**src/rtl/ex_muldiv_pkg.sv**
```systemverilog
// Shared definitions for the EX-stage multiply/divide unit: op codes, FSM states,
// divide-by-zero quotient and the signed-op decode.
package ex_muldiv_pkg;

    localparam int MD_DATA_W = 32;
    localparam int MD_CNT_W  = 5;

    typedef enum logic [1:0] {
        MD_MULT  = 2'd0,
        MD_MULTU = 2'd1,
        MD_DIV   = 2'd2,
        MD_DIVU  = 2'd3
    } md_op_t;

    typedef enum logic [1:0] {
        ST_IDLE = 2'd0,
        ST_CALC = 2'd1,
        ST_FIN  = 2'd2
    } md_state_t;

    localparam logic [MD_DATA_W-1:0] MD_DIV0_Q = '1;

    function automatic logic md_is_signed(input md_op_t op);
        return (op == MD_MULT) || (op == MD_DIV);
    endfunction

    function automatic logic md_is_div(input md_op_t op);
        return (op == MD_DIV) || (op == MD_DIVU);
    endfunction

endpackage

```
**src/rtl/md_iter_dp.sv**
```systemverilog
// One iteration of the multiply/divide datapath over {acc, work}; purely combinational.
// Multiply: conditional add then right shift. Divide: restoring trial subtract, one quotient bit.
module md_iter_dp #(
    parameter int data_size = 32
) (
    input  logic                 i_is_div,
    input  logic [data_size-1:0] i_acc,
    input  logic [data_size-1:0] i_work,
    input  logic [data_size-1:0] i_opnd,
    output logic [data_size-1:0] o_acc,
    output logic [data_size-1:0] o_work
);

    logic [data_size:0]   w_sum;
    logic [data_size:0]   w_shift;
    logic [data_size-1:0] w_diff;
    logic                 w_ge;

    assign w_sum   = {1'b0, i_acc} + {1'b0, i_opnd};
    assign w_shift = {i_acc, i_work[data_size-1]};
    assign w_ge    = (w_shift >= {1'b0, i_opnd});
    // Only the low bits of the difference survive: a successful trial leaves it below the divisor.
    assign w_diff  = w_shift[data_size-1:0] - i_opnd;

    always_comb begin
        o_acc  = i_acc;
        o_work = i_work;
        if (i_is_div) begin
            o_acc  = w_ge ? w_diff : w_shift[data_size-1:0];
            o_work = {i_work[data_size-2:0], w_ge};
        end else if (i_work[0]) begin
            o_acc  = w_sum[data_size:1];
            o_work = {w_sum[0], i_work[data_size-1:1]};
        end else begin
            o_acc  = {1'b0, i_acc[data_size-1:1]};
            o_work = {i_acc[0], i_work[data_size-1:1]};
        end
    end

endmodule

```
**src/rtl/ex_muldiv.sv**
```systemverilog
// EX-stage iterative MULT/MULTU/DIV/DIVU owning HI/LO; 33 edges from accept to result
// (divide-by-zero: 1), MD_stall holds the front of the pipe until the MD_done cycle.
module ex_muldiv
    import ex_muldiv_pkg::*;
#(
    parameter int data_size = 32,
    parameter int cnt_size  = 5
) (
    input  logic                 clk,
    input  logic                 rst,
    input  logic                 EX_MD_start,
    input  logic [1:0]           EX_MD_op,
    input  logic                 EX_MtHi,
    input  logic                 EX_MtLo,
    input  logic [data_size-1:0] EX_Rs_data,
    input  logic [data_size-1:0] EX_Rt_data,
    output logic [data_size-1:0] MD_HI,
    output logic [data_size-1:0] MD_LO,
    output logic                 MD_stall,
    output logic                 MD_done
);

    md_state_t              r_state;
    md_state_t              w_state_nxt;
    md_op_t                 r_op;
    logic [cnt_size-1:0]    r_cnt;
    logic                   r_sign_q;
    logic                   r_sign_r;
    logic [data_size-1:0]   r_acc;
    logic [data_size-1:0]   r_work;
    logic [data_size-1:0]   r_opnd;
    logic [data_size-1:0]   r_hi;
    logic [data_size-1:0]   r_lo;
    logic                   r_done;

    md_op_t                 w_op;
    logic                   w_is_div_in;
    logic                   w_rs_neg;
    logic                   w_rt_neg;
    logic [data_size-1:0]   w_rs_abs;
    logic [data_size-1:0]   w_rt_abs;
    logic                   w_accept;
    logic                   w_div0;
    logic                   w_is_div;
    logic [data_size-1:0]   w_dp_acc;
    logic [data_size-1:0]   w_dp_work;
    logic [2*data_size-1:0] w_prod;
    logic [2*data_size-1:0] w_prod_s;
    logic [data_size-1:0]   w_quo;
    logic [data_size-1:0]   w_rem;

    assign w_op        = md_op_t'(EX_MD_op);
    assign w_is_div_in = md_is_div(w_op);
    assign w_rs_neg    = md_is_signed(w_op) & EX_Rs_data[data_size-1];
    assign w_rt_neg    = md_is_signed(w_op) & EX_Rt_data[data_size-1];
    assign w_rs_abs    = w_rs_neg ? -EX_Rs_data : EX_Rs_data;
    assign w_rt_abs    = w_rt_neg ? -EX_Rt_data : EX_Rt_data;
    assign w_accept    = (r_state == ST_IDLE) & EX_MD_start & ~r_done;
    assign w_div0      = w_is_div_in & (EX_Rt_data == '0);
    assign w_is_div    = md_is_div(r_op);

    assign w_prod   = {r_acc, r_work};
    assign w_prod_s = r_sign_q ? -w_prod : w_prod;
    assign w_quo    = r_sign_q ? -r_work : r_work;
    assign w_rem    = r_sign_r ? -r_acc : r_acc;

    md_iter_dp #(.data_size(data_size)) u_iter_dp (
        .i_is_div (w_is_div),
        .i_acc    (r_acc),
        .i_work   (r_work),
        .i_opnd   (r_opnd),
        .o_acc    (w_dp_acc),
        .o_work   (w_dp_work)
    );

    always_ff @(negedge clk or posedge rst) begin
        if (rst) r_state <= ST_IDLE;
        else     r_state <= w_state_nxt;
    end

    always_comb begin
        w_state_nxt = r_state;
        MD_stall    = (r_state != ST_IDLE) | (EX_MD_start & ~r_done);
        case (r_state)
            ST_IDLE: if (w_accept) w_state_nxt = w_div0 ? ST_FIN : ST_CALC;
            ST_CALC: if (r_cnt == '1) w_state_nxt = ST_FIN;
            ST_FIN:  w_state_nxt = ST_IDLE;
            default: w_state_nxt = ST_IDLE;
        endcase
    end

    always_ff @(negedge clk or posedge rst) begin
        if (rst) begin
            r_op     <= MD_MULT;
            r_cnt    <= '0;
            r_sign_q <= 1'b0;
            r_sign_r <= 1'b0;
            r_acc    <= '0;
            r_work   <= '0;
            r_opnd   <= '0;
            r_hi     <= '0;
            r_lo     <= '0;
            r_done   <= 1'b0;
        end else begin
            r_done <= (r_state == ST_FIN);
            case (r_state)
                ST_IDLE: begin
                    if (w_accept) begin
                        r_op     <= w_op;
                        r_cnt    <= '0;
                        // Divide-by-zero keeps the all-ones quotient unsigned; |Rs| regains its sign via sign_r.
                        r_sign_q <= w_div0 ? 1'b0 : (w_rs_neg ^ w_rt_neg);
                        r_sign_r <= w_rs_neg;
                        if (w_is_div_in) begin
                            r_acc  <= w_div0 ? w_rs_abs : '0;
                            r_work <= w_div0 ? data_size'(MD_DIV0_Q) : w_rs_abs;
                            r_opnd <= w_rt_abs;
                        end else begin
                            r_acc  <= '0;
                            r_work <= w_rt_abs;
                            r_opnd <= w_rs_abs;
                        end
                    end else if (!EX_MD_start) begin
                        if (EX_MtHi) r_hi <= EX_Rs_data;
                        if (EX_MtLo) r_lo <= EX_Rs_data;
                    end
                end
                ST_CALC: begin
                    r_acc  <= w_dp_acc;
                    r_work <= w_dp_work;
                    r_cnt  <= r_cnt + 1'b1;
                end
                ST_FIN: begin
                    if (w_is_div) begin
                        r_lo <= w_quo;
                        r_hi <= w_rem;
                    end else begin
                        r_hi <= w_prod_s[2*data_size-1:data_size];
                        r_lo <= w_prod_s[data_size-1:0];
                    end
                end
                default: ;
            endcase
        end
    end

    assign MD_HI   = r_hi;
    assign MD_LO   = r_lo;
    assign MD_done = r_done;

endmodule

```
**config.mk**
```make
export PLATFORM = sky130hd
export DESIGN_NAME = ex_muldiv
export DESIGN_NICKNAME = d
export VERILOG_FILES = /design/src/rtl/ex_muldiv_pkg.sv /design/src/rtl/md_iter_dp.sv /design/src/rtl/ex_muldiv.sv
export SDC_FILE = /design/constraint.sdc
export NUM_CORES = 1
export LEC_CHECK = 0
export CORE_MARGIN = 10
export CORE_UTILIZATION = 59
export DETAILED_ROUTE_END_ITERATION = 16
export PLACE_DENSITY = 0.82
export SLEW_MARGIN = 40
export SYNTH_ARGS = -nofsm -noshare
export SYNTH_HDL_FRONTEND = slang
export SYNTH_SLANG_ARGS = --single-unit
```
**constraint.sdc**
```tcl
create_clock -name clk -period 6.42 [get_ports clk]
set_input_delay 0.642 -clock clk [delete_from_list [all_inputs] [get_ports clk]]
set_output_delay 0.642 -clock clk [all_outputs]
set_load 0.01 [all_outputs]
```
==> report_table.html <==
<table>
<tr><th>Metric</th><th>Value</th></tr>
<tr><th colspan="2">Run status</th></tr>
<tr><td>Outcome</td><td>complete, no violations</td></tr>
<tr><th colspan="2">Power</th></tr>
<tr><td>Peak supply drop</td><td>0.2894 mV</td></tr>
<tr><td>Clock network fraction of total power</td><td>8.9%</td></tr>
<tr><td>Cell-internal power</td><td>approximately 5.6 mW</td></tr>
<tr><td>Post-route total power</td><td>12.24 mW</td></tr>
<tr><td>Power density over cell area</td><td>626.4 nW/um^2</td></tr>
<tr><td>Share of total power in combinational logic</td><td>69.9%</td></tr>
<tr><td>Net Sw Frac</td><td>a little over half</td></tr>
<tr><td>Seq pwr share</td><td>between 20% and 30%</td></tr>
<tr><td>Leak pwr</td><td>8.105 nW</td></tr>
<tr><td>Total net switching power</td><td>6.626 mW</td></tr>
<tr><th colspan="2">Global routing</th></tr>
<tr><td>First-pass GRT wire length</td><td>104200 um</td></tr>
<tr><td>Number of global-route vias before repair</td><td>17350</td></tr>
<tr><td>Initial antenna violation count</td><td>3</td></tr>
<tr><td>Total global routing overflow</td><td>0</td></tr>
<tr><td>Global-route usage over all layers</td><td>39.57%</td></tr>
<tr><td>Maximum number of pins on one net before global-route repair</td><td>107</td></tr>
<tr><th colspan="2">CTS</th></tr>
<tr><td>Max Root-Sink Buffers</td><td>2</td></tr>
<tr><td>Buffer type at the clock tree root</td><td>clkbuf_16</td></tr>
<tr><td>CTS sink count</td><td>171</td></tr>
<tr><td>Clock latency on the worst-skew pair</td><td>0.42 ns</td></tr>
<tr><td>Clock-pin slew on the worst setup and hold paths</td><td>0.06 ns</td></tr>
<tr><td>Clock tree from TritonCTS</td><td>done</td></tr>
<tr><td>Quantity of hold-fixing buffers added after cts</td><td>0</td></tr>
<tr><td>Deepest level of the CTS H-tree</td><td>4</td></tr>
<tr><td>Num CTS Buffers</td><td>17</td></tr>
<tr><th colspan="2">Synth</th></tr>
<tr><td>Cell area after technology mapping</td><td>16030 sq um</td></tr>
<tr><td>Async SR Flop Fraction</td><td>100.0%</td></tr>
<tr><td>Post-synthesis sequential area ratio</td><td>26.69%</td></tr>
<tr><td>Synthesis Warnings</td><td>0</td></tr>
<tr><td>Post-Syn Instances</td><td>approximately 2100</td></tr>
<tr><td>Synthesized flop and latch total</td><td>171</td></tr>
<tr><td>Number of synthesized flops with an enable pin</td><td>0</td></tr>
<tr><td>Number of distinct standard cells referenced by the synthesized netlist</td><td>a little over 80</td></tr>
<tr><td>Synth area leader</td><td>dfrtn_1</td></tr>
<tr><td>Largest cells by area after synthesis</td><td>dfrtn_1 27%, a21oi_1 6.5%, o21ai_0 6.5%</td></tr>
<tr><td>Number of nets produced by synthesis</td><td>2242</td></tr>
<tr><td>Post-Syn Area per Cell</td><td>around 7.6 sq um</td></tr>
<tr><td>Top cell type's share of synthesized area</td><td>a little over a quarter</td></tr>
<tr><td>Most instantiated flip-flop cell in the synthesis netlist</td><td>dfrtn_1</td></tr>
<tr><th colspan="2">Routing</th></tr>
<tr><td>Number of optimization iterations in the first detailed-route pass</td><td>8</td></tr>
<tr><td>DR top layer</td><td>met5</td></tr>
<tr><td>Initial detailed-routing violation count</td><td>3093</td></tr>
<tr><td>Vias per Instance</td><td>7.020</td></tr>
<tr><td>Routed metal-1 wire length</td><td>25290 um</td></tr>
<tr><td>DRC errors left</td><td>0</td></tr>
<tr><td>Amount of wire on met3 after detailed routing</td><td>approximately 9300 um</td></tr>
<tr><td>Routed wirelength normalized by instance count</td><td>between 20 and 30 um</td></tr>
<tr><td>Routed vias</td><td>18600</td></tr>
<tr><td>Total wire length after detailed routing</td><td>~69000 um</td></tr>
<tr><td>Remaining antenna violation count after routing</td><td>0</td></tr>
<tr><td>Length of routed met2 wiring</td><td>between 20000 and 30000 um</td></tr>
<tr><th colspan="2">Critical path</th></tr>
<tr><td>Depth of the worst register-to-register path</td><td>10</td></tr>
<tr><td>Kind of launch point of the worst setup path</td><td>input pin</td></tr>
<tr><td>Sequence of cells on the critical path</td><td>dlymetal6s2s_1, or4_4, or4_4, or3_4, o41ai_2, xor2_1, buf_4, o21ai_2, a311oi_2, a21oi_1</td></tr>
<tr><td>WP depth</td><td>10</td></tr>
<tr><td>Delay of the slowest cell on the worst path</td><td>0.54 ns</td></tr>
<tr><td>Buffers &amp; Inverters on Critical Path</td><td>2</td></tr>
<tr><td>CP top delay family</td><td>simple AND/OR/NAND/NOR gates</td></tr>
<tr><td>Endpoint class of the critical path</td><td>register</td></tr>
<tr><td>Worst endpoint required time</td><td>3.46 ns</td></tr>
<tr><td>Worst-path maximum fanout</td><td>2</td></tr>
<tr><td>Cell with the biggest individual delay on the critical path</td><td>or4_4</td></tr>
<tr><td>Cell type with the highest occurrence count on the critical path</td><td>or4_4</td></tr>
<tr><td>Critical Path AT</td><td>roughly 3.3 ns</td></tr>
<tr><td>Critical path type</td><td>in2reg</td></tr>
<tr><th colspan="2">Timing</th></tr>
<tr><td>Setup repair after global routing missed its margin</td><td>false</td></tr>
<tr><td>Worst-Margin Slew</td><td>0.8836 ns</td></tr>
<tr><td>Post-route clock skew</td><td>0.01255 ns</td></tr>
<tr><td>Count of final setup violators</td><td>0</td></tr>
<tr><td>Final worst-path setup slack</td><td>0.1245 ns</td></tr>
<tr><td>Final slew viol count</td><td>0</td></tr>
<tr><td>Fin Hold WS</td><td>0.4376 ns</td></tr>
<tr><td>Final Hold Vio Count</td><td>0</td></tr>
<tr><td>Max-Slew Margin vs Limit</td><td>40.67%</td></tr>
<tr><th colspan="2">Worst hold path</th></tr>
<tr><td>Worst hold stages</td><td>2</td></tr>
<tr><td>Type of the worst min-delay path</td><td>reg2reg</td></tr>
<tr><th colspan="2">Floorplan</th></tr>
<tr><td>Number of core rows</td><td>60</td></tr>
<tr><td>Overall die area</td><td>34170 sq um</td></tr>
<tr><td>Die Height</td><td>184.8 um</td></tr>
<tr><td>Effective utilization at floorplan</td><td>59.65%</td></tr>
<tr><td>Die Width</td><td>roughly 180 um</td></tr>
<tr><td>Area inside the core boundary</td><td>26880 sq um</td></tr>
<tr><td>Num ports</td><td>137</td></tr>
<tr><th colspan="2">Placed design</th></tr>
<tr><td>Post-DP HPWL</td><td>52700 um</td></tr>
<tr><td>Port buffer count</td><td>136</td></tr>
<tr><td>Number of cells in the design after placement</td><td>2609</td></tr>
<tr><td>Worst-case setup slack after placement</td><td>-0.5909 ns</td></tr>
<tr><td>Weighted congestion at the end of routability-driven global placement</td><td>1.081</td></tr>
<tr><th colspan="2">Layout</th></tr>
<tr><td>Area growth from synthesis to final layout</td><td>21.88%</td></tr>
<tr><td>Final instance count without filler cells</td><td>2649</td></tr>
<tr><td>Nets</td><td>2435</td></tr>
<tr><td>Utilization after layout</td><td>72.70%</td></tr>
<tr><td>Number of fill cells</td><td>2166</td></tr>
<tr><td>Layout cell share with drive strength beyond 1</td><td>around 13%</td></tr>
<tr><th colspan="2">Flow run</th></tr>
<tr><td>Max Cap Viol</td><td>0</td></tr>
</table>
==> path summary, 6_finish.rpt <==
path,from,to,slack [ns]
max,EX_Rs_data[15],r_acc[25],0.12
max reg2reg,r_acc[4],r_acc[13],2.04
max in group asynchronous,rst,r_acc[30],2.03
min reg2reg,MD_HI[0],MD_HI[0],0.44
min in group asynchronous,rst,r_acc[4],3.85
min,MD_HI[0],MD_HI[0],0.44
==> power by group through the flow <==
stage                     combinational, mW  sequential (mW)  clock [mW]
after detailed placement               8.17             2.52           0
after global placement                 8.02             2.51           0
after floorplan                        5.70             2.18           0
final                                  8.55             2.59        1.09
after global routing                   9.17             2.61        1.13
after CTS                              8.24             2.51        1.08
==> per-stage QoR <==
stage	instance area (sq um)	TNS, ns
final	19540	0
after global routing	19530	0
after CTS	19360	-0.02394
after detailed placement	18720	-22.63
after global placement	18710	-18.61
after floorplan	16040	0
==> cells in the final DEF, fill, tap and decap left out, types with 10 or more instances in the layout <==
master,Yosys,final
nand2_1,210,209
a21oi_1,209,207
o21ai_0,208,202
dfrtn_1,171,171
buf_4,1,165
nor2_1,165,163
clkdlybuf4s50_1,0,127
xnor2_1,90,90
ha_1,70,70
xor2_1,69,69
inv_1,66,65
nor3_1,58,58
mux2i_1,55,55
nand3_1,48,48
o211ai_1,34,34
a211oi_1,34,34
a31oi_1,33,33
o31ai_1,28,27
and3_1,27,27
a21o_1,26,26
nor2b_1,23,23
nor4_1,25,23
o21ai_1,20,22
mux2_2,22,22
nand4_1,20,20
clkbuf_16,0,18
or3_1,17,16
or4_1,18,16
nand2b_1,16,15
a22oi_1,14,14
o21a_1,14,13
a311oi_1,14,10
==> cell families after synthesis <==
kind of cell	share of synthesized area [%]
flops	26.69
fa+ha+maj	5.713
simple gates	20.75
xor+xnor	8.687
buf+inv	4.971
compound gates	28.21
mux	4.979
==> per-layer routing <==
layer | global-route usage [%] | up-vias
li1 | - | 8095
met1 | 49.51 | 8595
met2 | 58.98 | 1478
met3 | 12.19 | 426
met4 | 23.21 | 2
met5 | 0 | -
==> area by class of cell <==
type | count | area, sq um | share of cell area (%)
antenna | 3 | 7.507 | 0.03842
clock buffer | 18 | 429.2 | 2.196
clock inverter | 14 | 170.2 | 0.8709
inverter | 67 | 255.2 | 1.306
multi-input combinational | 1721 | 11130 | 56.97
sequential | 171 | 4279 | 21.90
tap | 341 | 426.7 | 2.184
timing repair buffer | 314 | 2840 | 14.54
==> worst min-delay path, delay by kind of cell, from the launching register on <==
family / cells / cell delay [ns]
flops: 1 / 0.41
simple gates: 1 / 0.05
compound gates: 1 / 0.06
==> cell usage after synthesis (all sizes together), types with 8 or more instances <==
cell and count:
o41ai 11, a31oi 33, nor2b 23, a211oi 35
a21oi 209, inv 66, o21a 14, mux2i 55
or3 19, o211ai 34, a21o 26, o21bai 8
nor2 165, ha 70, nor3 61, xor2 69
nor4 26, o21ai 230, or4 20, nand2b 16
a22oi 14, dfrtn 171, and3 27, or2 8
xnor2 90, nand4 20, nand3 48, a211o 8
buf 17, clkbuf 123, nand2 210, a311oi 14
mux2 22, o31ai 28, and2 8
==> state kept, by name (all words and copies together) (netlist names) <==
register	count
MD_HI	32
MD_LO	32
r_acc	32
r_opnd	32
r_work	32
r_cnt	5
r_state	2
MD_done	1
r_op	1
r_sign_q	1
r_sign_r	1
==> what timing repair did <==
item / 4_1_cts / 5_1_grt
endpoints found under the setup margin: 15 / 39
resized for setup: 9 / 29
cloned: 0 / 1
buffers inserted: 0 / 4
pin swaps: 3 / 19
(Power assumes the default switching activity.)
